<file path="config.mk">
export PLATFORM = sky130hd
export DESIGN_NAME = nvme_mmio_wr_arb
export DESIGN_NICKNAME = d
export VERILOG_FILES = /design/src/rtl/nvme_mmio_wr_arb.sv
export SDC_FILE = /design/constraint.sdc
export NUM_CORES = 1
export LEC_CHECK = 0
export CAP_MARGIN = 10
export CORE_MARGIN = 5
export CORE_UTILIZATION = 38
export CTS_BUF_LIST = sky130_fd_sc_hd__clkbuf_16
export DETAILED_ROUTE_END_ITERATION = 6
export PLACE_DENSITY = 0.79
export SYNTH_ARGS = -nofsm -noshare
export SYNTH_HDL_FRONTEND = slang
export SYNTH_SLANG_ARGS = --single-unit
</file>
<file path="constraint.sdc">
create_clock -name clk -period 2.5 [get_ports clk]
set_input_delay 0.375 -clock clk [delete_from_list [all_inputs] [get_ports clk]]
set_output_delay 0.375 -clock clk [all_outputs]
set_load 0.05 [all_outputs]
</file>
<file path="src/rtl/nvme_mmio_wr_arb.sv">
// Round-robin arbiter that shares one PCIe MMIO write port between num_req requesters.
// The winner is registered, held until pcie_wrack, and the ack is routed back one-hot.
module nvme_mmio_wr_arb #(
    parameter int unsigned num_req    = 4,
    parameter int unsigned addr_width = 32,
    parameter int unsigned data_width = 16,
    parameter int unsigned tmo_width  = 16
) (
    input  logic                            clk,
    input  logic                            reset,
    input  logic                            arb_hold,
    input  logic [num_req-1:0]              req_wrvalid,
    input  logic [num_req*addr_width-1:0]   req_wraddr,
    input  logic [num_req*data_width-1:0]   req_wrdata,
    output logic [num_req-1:0]              req_wrack,
    output logic                            pcie_wrvalid,
    output logic [addr_width-1:0]           pcie_wraddr,
    output logic [data_width-1:0]           pcie_wrdata,
    input  logic                            pcie_wrack,
    input  logic [tmo_width-1:0]            tmo_limit,
    input  logic                            tmo_clr,
    output logic                            arb_timeout,
    output logic                            arb_busy,
    output logic [$clog2(num_req)-1:0]      arb_grant_id
);

    localparam int unsigned gid_width = $clog2(num_req);
    localparam int unsigned sum_width = gid_width + 1;

    typedef enum logic [0:0] {StIdle, StIssue} state_e;

    state_e                 state_q;
    logic [gid_width-1:0]   rr_ptr_q;
    logic [tmo_width-1:0]   tmo_cnt_q;

    logic                   win_valid;
    logic [gid_width-1:0]   win_id;
    logic [addr_width-1:0]  win_addr;
    logic [data_width-1:0]  win_data;
    logic                   ack_fire;
    logic                   tmo_hit;

    // (base + offs) mod num_req, computed one bit wider so non-power-of-2 counts wrap correctly
    function automatic logic [gid_width-1:0] rr_index(input logic [gid_width-1:0] base,
                                                      input int unsigned offs);
        logic [sum_width-1:0] sum;
        sum = {1'b0, base} + sum_width'(offs);
        if (sum >= sum_width'(num_req)) begin
            sum = sum - sum_width'(num_req);
        end
        return sum[gid_width-1:0];
    endfunction

    always_comb begin
        win_valid = 1'b0;
        win_id    = '0;
        for (int unsigned k = 0; k < num_req; k++) begin
            if (!win_valid && req_wrvalid[rr_index(rr_ptr_q, k)]) begin
                win_valid = 1'b1;
                win_id    = rr_index(rr_ptr_q, k);
            end
        end
    end

    always_comb begin
        win_addr = '0;
        win_data = '0;
        for (int unsigned i = 0; i < num_req; i++) begin
            if (win_id == gid_width'(i)) begin
                win_addr = req_wraddr[i*addr_width +: addr_width];
                win_data = req_wrdata[i*data_width +: data_width];
            end
        end
    end

    // A write caught by reset is dropped, so no ack is routed back in the reset cycle
    assign ack_fire = (state_q == StIssue) && pcie_wrack && !reset;

    always_comb begin
        req_wrack = '0;
        for (int unsigned i = 0; i < num_req; i++) begin
            req_wrack[i] = ack_fire && (arb_grant_id == gid_width'(i));
        end
    end

    assign tmo_hit = (state_q == StIssue) && !pcie_wrack && (tmo_limit != '0) &&
                     (tmo_cnt_q == tmo_limit - tmo_width'(1));

    always_ff @(posedge clk) begin
        if (reset) begin
            state_q      <= StIdle;
            rr_ptr_q     <= '0;
            tmo_cnt_q    <= '0;
            pcie_wrvalid <= 1'b0;
            pcie_wraddr  <= '0;
            pcie_wrdata  <= '0;
            arb_timeout  <= 1'b0;
            arb_busy     <= 1'b0;
            arb_grant_id <= '0;
        end else begin
            unique case (state_q)
                StIdle: begin
                    if (!arb_hold && win_valid) begin
                        pcie_wraddr  <= win_addr;
                        pcie_wrdata  <= win_data;
                        arb_grant_id <= win_id;
                        tmo_cnt_q    <= '0;
                        pcie_wrvalid <= 1'b1;
                        arb_busy     <= 1'b1;
                        state_q      <= StIssue;
                    end
                end
                StIssue: begin
                    if (pcie_wrack) begin
                        rr_ptr_q     <= rr_index(arb_grant_id, 1);
                        pcie_wrvalid <= 1'b0;
                        arb_busy     <= 1'b0;
                        state_q      <= StIdle;
                    end else if (tmo_cnt_q != {tmo_width{1'b1}}) begin
                        tmo_cnt_q <= tmo_cnt_q + tmo_width'(1);
                    end
                end
                default: state_q <= StIdle;
            endcase

            // Timeout is sticky; a set in the same cycle beats a clear
            if (tmo_hit) begin
                arb_timeout <= 1'b1;
            end else if (tmo_clr) begin
                arb_timeout <= 1'b0;
            end
        end
    end

endmodule
</file>
After elaboration in Yosys (flattened, before gate mapping) --
Cells that the tools add are included.
Operators by class: equality and inequality tests 12, $lt $le $gt $ge 9, muxes and demuxes 41, divide/modulo/power cells 0, add/sub/neg operators 11, shift-type cells 0, $mul 0, bitwise operators 1, reduce and logical (&&, ||, !) cells 27
Operator list (number):
- $mux W32 | 4
- $mux W16 | 7
- $pmux W16 S2 | 1
- $mux W2 | 9
- $add A16 B1 Y16 const B | 1
- $eq A16 B16 Y1 | 1
- $ne A16 B16 Y1 const B | 1
- $reduce_bool A16 Y1 | 1
- $sub A16 B1 Y16 const B | 1
- $mux W1 | 14
- $logic_and A1 B1 Y1 | 13
- $ge A3 B3 Y1 const B | 4
- $lt A2 B3 Y1 const B | 4
- $sub A2 B1 Y2 const B | 5
- $bmux W1 S2 | 4
- $eq A2 B2 Y1 const B | 4
- $add A2 B1 Y3 const B | 2
- $add A2 B2 Y3 const B | 2
- $logic_not A1 Y1 | 6
- $ne A2 B2 Y1 const B | 3
- $reduce_and A2 Y1 | 3
- $eq A2 B1 Y1 const B | 2
- $logic_not A2 Y1 | 2
- $pmux W1 S2 | 2
- 5 further kinds | 5
Word-level totals: input bits 217, bits in writable memories 0, bits in latches 0, memories kept 0, memory bits (read-only) 0, output and inout port bits 57, register bits after elaboration 71

Logic depth before layout (Yosys ltp) --
word-level depth 19, gate-level depth with buffers 9, gate-level depth less buffers 8

Least setup slack after synthesis --
OpenSTA, ideal clock, no wires.
kind input -> register, start point in tmo_limit[0], end point reg arb_timeout, data arrival time 1.861 ns, stages 8, setup slack 0.570 ns, buffers on the path 0, setup time 0.069 ns, data required time 2.431 ns, path through inv_1 > ha_1 > nor4b_1 > nand3_1 > mux2_2 > a22oi_1 > nand4_1 > o21ai_1
On the way: longest elaborated chain between the ends 4, elaborated cells on any way between the ends 7
RTL lines:
- start: declaration | RTL line 20 | input logic [tmo_width-1:0] tmo_limit,
- $sub A16 B1 Y16 / $reduce_bool A16 Y1 (equally long branches) | RTL line 87, 86
- $eq A16 B16 Y1 / $logic_and A1 B1 Y1 (equally long branches) | RTL line 87, 86
- $logic_and A1 B1 Y1 * | RTL line 86 | assign tmo_hit = (state_q == StIssue) && !pcie_wrack && (tmo_limit != '0) &&
- $mux W1 / $reduce_bool A2 Y1 (equally long branches)
- end signal: assignment | RTL line 97 | arb_timeout <= 1'b0;
- end signal: assignment | RTL line 128 | arb_timeout <= 1'b1;
- end signal: assignment | RTL line 130 | arb_timeout <= 1'b0;
- end: declaration | RTL line 22 | output logic arb_timeout,
Mark *: on every way between the ends. The rest lies on a longest branch, timed or not. A chain may end at the register's enable or synchronous reset.

Worst setup path after layout --
start point reg tmo_cnt_q[0], end point reg tmo_cnt_q[4]
On the way: longest elaborated chain between the ends 4, elaborated cells on any way between the ends 7
RTL lines:
- start: declaration | RTL line 34 | logic [tmo_width-1:0] tmo_cnt_q;
- start signal: assignment | RTL line 120 | tmo_cnt_q <= tmo_cnt_q + tmo_width'(1);
- $add A16 B1 Y16 | RTL line 120
- $mux W16 | RTL line 119 | end else if (tmo_cnt_q != {tmo_width{1'b1}}) begin
- $mux W16 | RTL line 114 | if (pcie_wrack) begin
- $pmux W16 S2 | RTL line 101 | unique case (state_q)
Parallel ways exist; a longest one is shown, timed or not. The select of a mux whose other input is x is not followed.

==> metrics.md <==
| Metric | Value |
|---|---|
| Setup violators final | `0` |
| Max_cap viols | `0` |
| Setup crit start | `tmo_cnt_q[0]` |
| Adder-cell share of the synthesized area | `0.0193` |
| Layout area overhead | `70.8%` |
| PnR worst setup slack | `295 ps` |
| Critical Path End Type | `flop` |
| Place WS | `-9.30 ps` |
| # rows | `39` |
| Final critical-path required period | `2210 ps` |
| DRT iter0 DRCs | `293` |
| Max incr delay on CP | `540 ps` |
| Simple-gate portion of the synthesized area | `0.270` |
| Post-synthesis mux area share | `0.00691` |
| Syn Inst Count | `564` |
| Vias/cell | `5.65` |
| Antenna-violating nets left | `0` |
| Crit path to | `tmo_cnt_q[4]` |
| Met2 Use GR | `0.462` |
| Die H | `119 um` |
| Post-cts resize count | `0` |
| Syn_area_per_cell | `8.03 sq um` |
| Yosys top cell area share | `0.314` |
| Synth Area in Compound Gates | `0.267` |
| Worst vdd ir | `0.315 mV` |
| Synth Cell Area | `4530 sq um` |
| FMAX | `0.453 GHz` |
| Critical Path Stages | `6` |
| Synth warn | `0` |
| Final Cell Area | `7730 sq um` |
| Largest net degree at the start of global routing | `52` |
| Worst min-delay path category | `reg -> reg` |
| Crit path max-delay family | `compound AO/OA/AOI/OAI gates` |
| Reg-to-reg endpoint | `tmo_cnt_q[4]` |
| Reg area | `1420 sq um` |
| Gpl congestion | `0.918` |
| CP Launch Type | `flop` |
| WP data arrival | `2460 ps` |
| Clk Latency, worst-skew pair | `330 ps` |
| Clock Path Buffers | `2` |
| Main combinational cell family by area after synthesis | `simple AND/OR/NAND/NOR gates` |
| Fin. Hold Viols | `0` |
| M1 GR Usage | `0.311` |
| Die width | `119 um` |
| #FFs+latches synth | `71` |
| Slew Viols, Final | `0` |
| Yosys top cell by area | `dfxtp_1` |
| Detailed Route WL | `19,700 um` |
| Area of the multi-input gates | `2830 sq um` |
| Leak Pwr | `2.86 nW` |
| Sink Count | `71` |
| Worst Reg2Reg Path Length in Cells | `6` |
| Number of fill cells in the layout | `956` |
| Top_reg_cell synth | `dfxtp_1` |
| Clk_skew | `3.43 ps` |
| Initial antenna violation count | `3` |
| Core area | `11,600 sq um` |
| R2R setup slack | `290 ps` |
| Slew HR | `0.213` |
| Most used routing layer | `met2` |
| Crit-path cells | `ha_1 -> nand3_1 -> or2_2 -> o31ai_1 -> o21ai_0 -> a21oi_1` |
| Post-synth net total | `788` |
| # DRC | `0` |
| Root Driver | `clkbuf_16` |
| Layout cells sized above 1 | `0.0624` |
| IO Port Bufs | `273` |
| Total track usage | `0.269` |
| Worst hold slack | `447 ps` |
| Gr ovfl total | `0` |
| Ys async rst share | `0` |
| Die area | `14,200 sq um` |
| H-tree levels | `3` |
| Synth top area cells | `dfxtp_1 (31%), a32o_1 (10%), nand2_1 (9.9%)` |
| Vias | `5,535` |
| Worst endpoint required time | `2750 ps` |
| Routed wire per std cell | `20.1 um` |
| Worst r2r src | `tmo_cnt_q[0]` |
| CTS tree | `done` |
| Worst path slowest cell | `o31ai_1` |
| Grt met3 use | `0.0730` |
| Post-synthesis sequential area ratio | `0.314` |
| Total CTS buffers | `9` |
| Clock transition at path regs | `60 ps` |
| Cell Pwr Density | `480 nW/um^2` |
| EDFF count, synth | `0` |
| Crit Path Category | `reg -> reg` |
| CP bufs+invs | `0` |
| Detailed Place HPWL | `15,100 um` |
| Hold buffer count at CTS | `0` |
| Fin crit share | `0.882` |
| Starting Density | `0.392` |
| Worst-Margin Slew | `1180 ps` |
| Vias in the first global route | `5,675` |
| IO Pins | `274` |
| Global-route wire length before repair | `30,500 um` |
| CP Max Fanout | `6` |
| Post-synthesis cell type count | `56` |
| Pre-Repair DR Iteration Count | `5` |
| Placed Area | `7480 sq um` |
| Setup Buffers After CTS | `0` |
| Post-layout net count | `1,055` |
| Post-synthesis xor/xnor area fraction | `0.0580` |
| Unrepaired setup endpoints after global routing | `no` |
| Outcome | `finished, final reports clean` |
==> cells in the mapped netlist, types with 3 or more instances <==
| cell | n |
|---|---|
| nand3_1 | 57 |
| o31ai_1 | 4 |
| o22ai_1 | 3 |
| and2_1 | 9 |
| a311o_1 | 3 |
| ha_1 | 7 |
| inv_1 | 8 |
| xnor2_1 | 18 |
| nand2_1 | 119 |
| o21ai_0 | 7 |
| or3_1 | 3 |
| and4_1 | 3 |
| buf_6 | 11 |
| nand2b_1 | 8 |
| nor4_1 | 3 |
| nor3_1 | 4 |
| buf_1 | 6 |
| a32o_1 | 46 |
| nor2_1 | 29 |
| a211oi_1 | 3 |
| dfxtp_1 | 71 |
| xor2_1 | 12 |
| clkbuf_1 | 18 |
| nand4_1 | 3 |
| buf_2 | 6 |
| a21oi_1 | 15 |
| or4_1 | 3 |
| nor2b_1 | 5 |
| o22a_1 | 46 |
==> cell type report <==
cell class | instances | share of cell area
antenna | 2 | 0.000647
clock buffer | 9 | 0.0291
clock inverter | 5 | 0.00259
inverter | 9 | 0.00437
multi-input combinational | 441 | 0.366
sequential | 71 | 0.184
tap | 143 | 0.0231
timing repair buffer | 299 | 0.390
==> layer usage <==
layer  part of all wire  up-vias  routed length (um)
li1                   -     2622                   -
met2               0.50      234                9850
met1               0.39     2628                7610
met4              0.036        2                 703
met3              0.076       49                1490
met5            0.00066        -                  13
==> registers in the layout (all words and copies together) (netlist names) <==
name	cells
pcie_wraddr	32
pcie_wrdata	16
tmo_cnt_q	16
arb_grant_id	2
rr_ptr_q	2
arb_busy	1
arb_timeout	1
state_q	1
==> stage by stage <==
| step | instances | power (mW) | setup TNS [ps] | utilization |
|---|---|---|---|---|
| after floorplan | 564 | 1.97 | 0 | - |
| after global placement | 963 | 2.60 | 0 | 0.647 |
| after detailed placement | 963 | 2.63 | -27.9 | 0.647 |
| after CTS | 977 | 3.73 | 0 | 0.668 |
| after global routing | 979 | 3.88 | 0 | 0.669 |
| final | 979 | 3.71 | 0 | 0.669 |
==> worst min-delay path by stage <==
stage | start | slack (ps) | endpoint | cells past startpoint
finish | arb_timeout | 450 | arb_timeout | 2
CTS | arb_timeout | 450 | arb_timeout | 2
floorplan | rr_ptr_q[1] | 470 | rr_ptr_q[1] | 2
global placement | arb_timeout | 440 | arb_timeout | 2
detailed placement | arb_timeout | 450 | arb_timeout | 2
global route | pcie_wraddr[11] | 480 | pcie_wraddr[11] | 1
==> report_power, final <==
group / internal [mW] / leakage, nW / switching (mW)
Sequential: 1.21 / 0.581 / 0.0503
Clock: 0.644 / 0.129 / 0.459
Combinational: 0.653 / 2.15 / 0.694
==> placed cells by master, fill, tap and decap left out, types with 15 or more instances in the layout <==
cell type	Yosys	routed
nor2_1	29	27
clkdlybuf4s50_1	0	269
nand2_1	119	119
a21oi_1	15	15
nand3_1	57	57
o22a_1	46	46
buf_4	2	22
a32o_1	46	46
dfxtp_1	71	71
xnor2_1	18	18
==> cells by family after synthesis <==
kind of cell	after synthesis
flip-flops	71
multiplexers	3
adder cells (fa/ha/maj)	7
AND/OR/NAND/NOR	258
XOR/XNOR	30
buffers and inverters	52
AO/OA/AOI/OAI	143
==> worst reg2reg max path, delay by kind of cell, from the launching register on <==
kind            cells  cell delay (ps)
flops               1              450
simple gates        2              500
fa+ha+maj           1              290
compound gates      3              880
(Power assumes the default switching activity.)
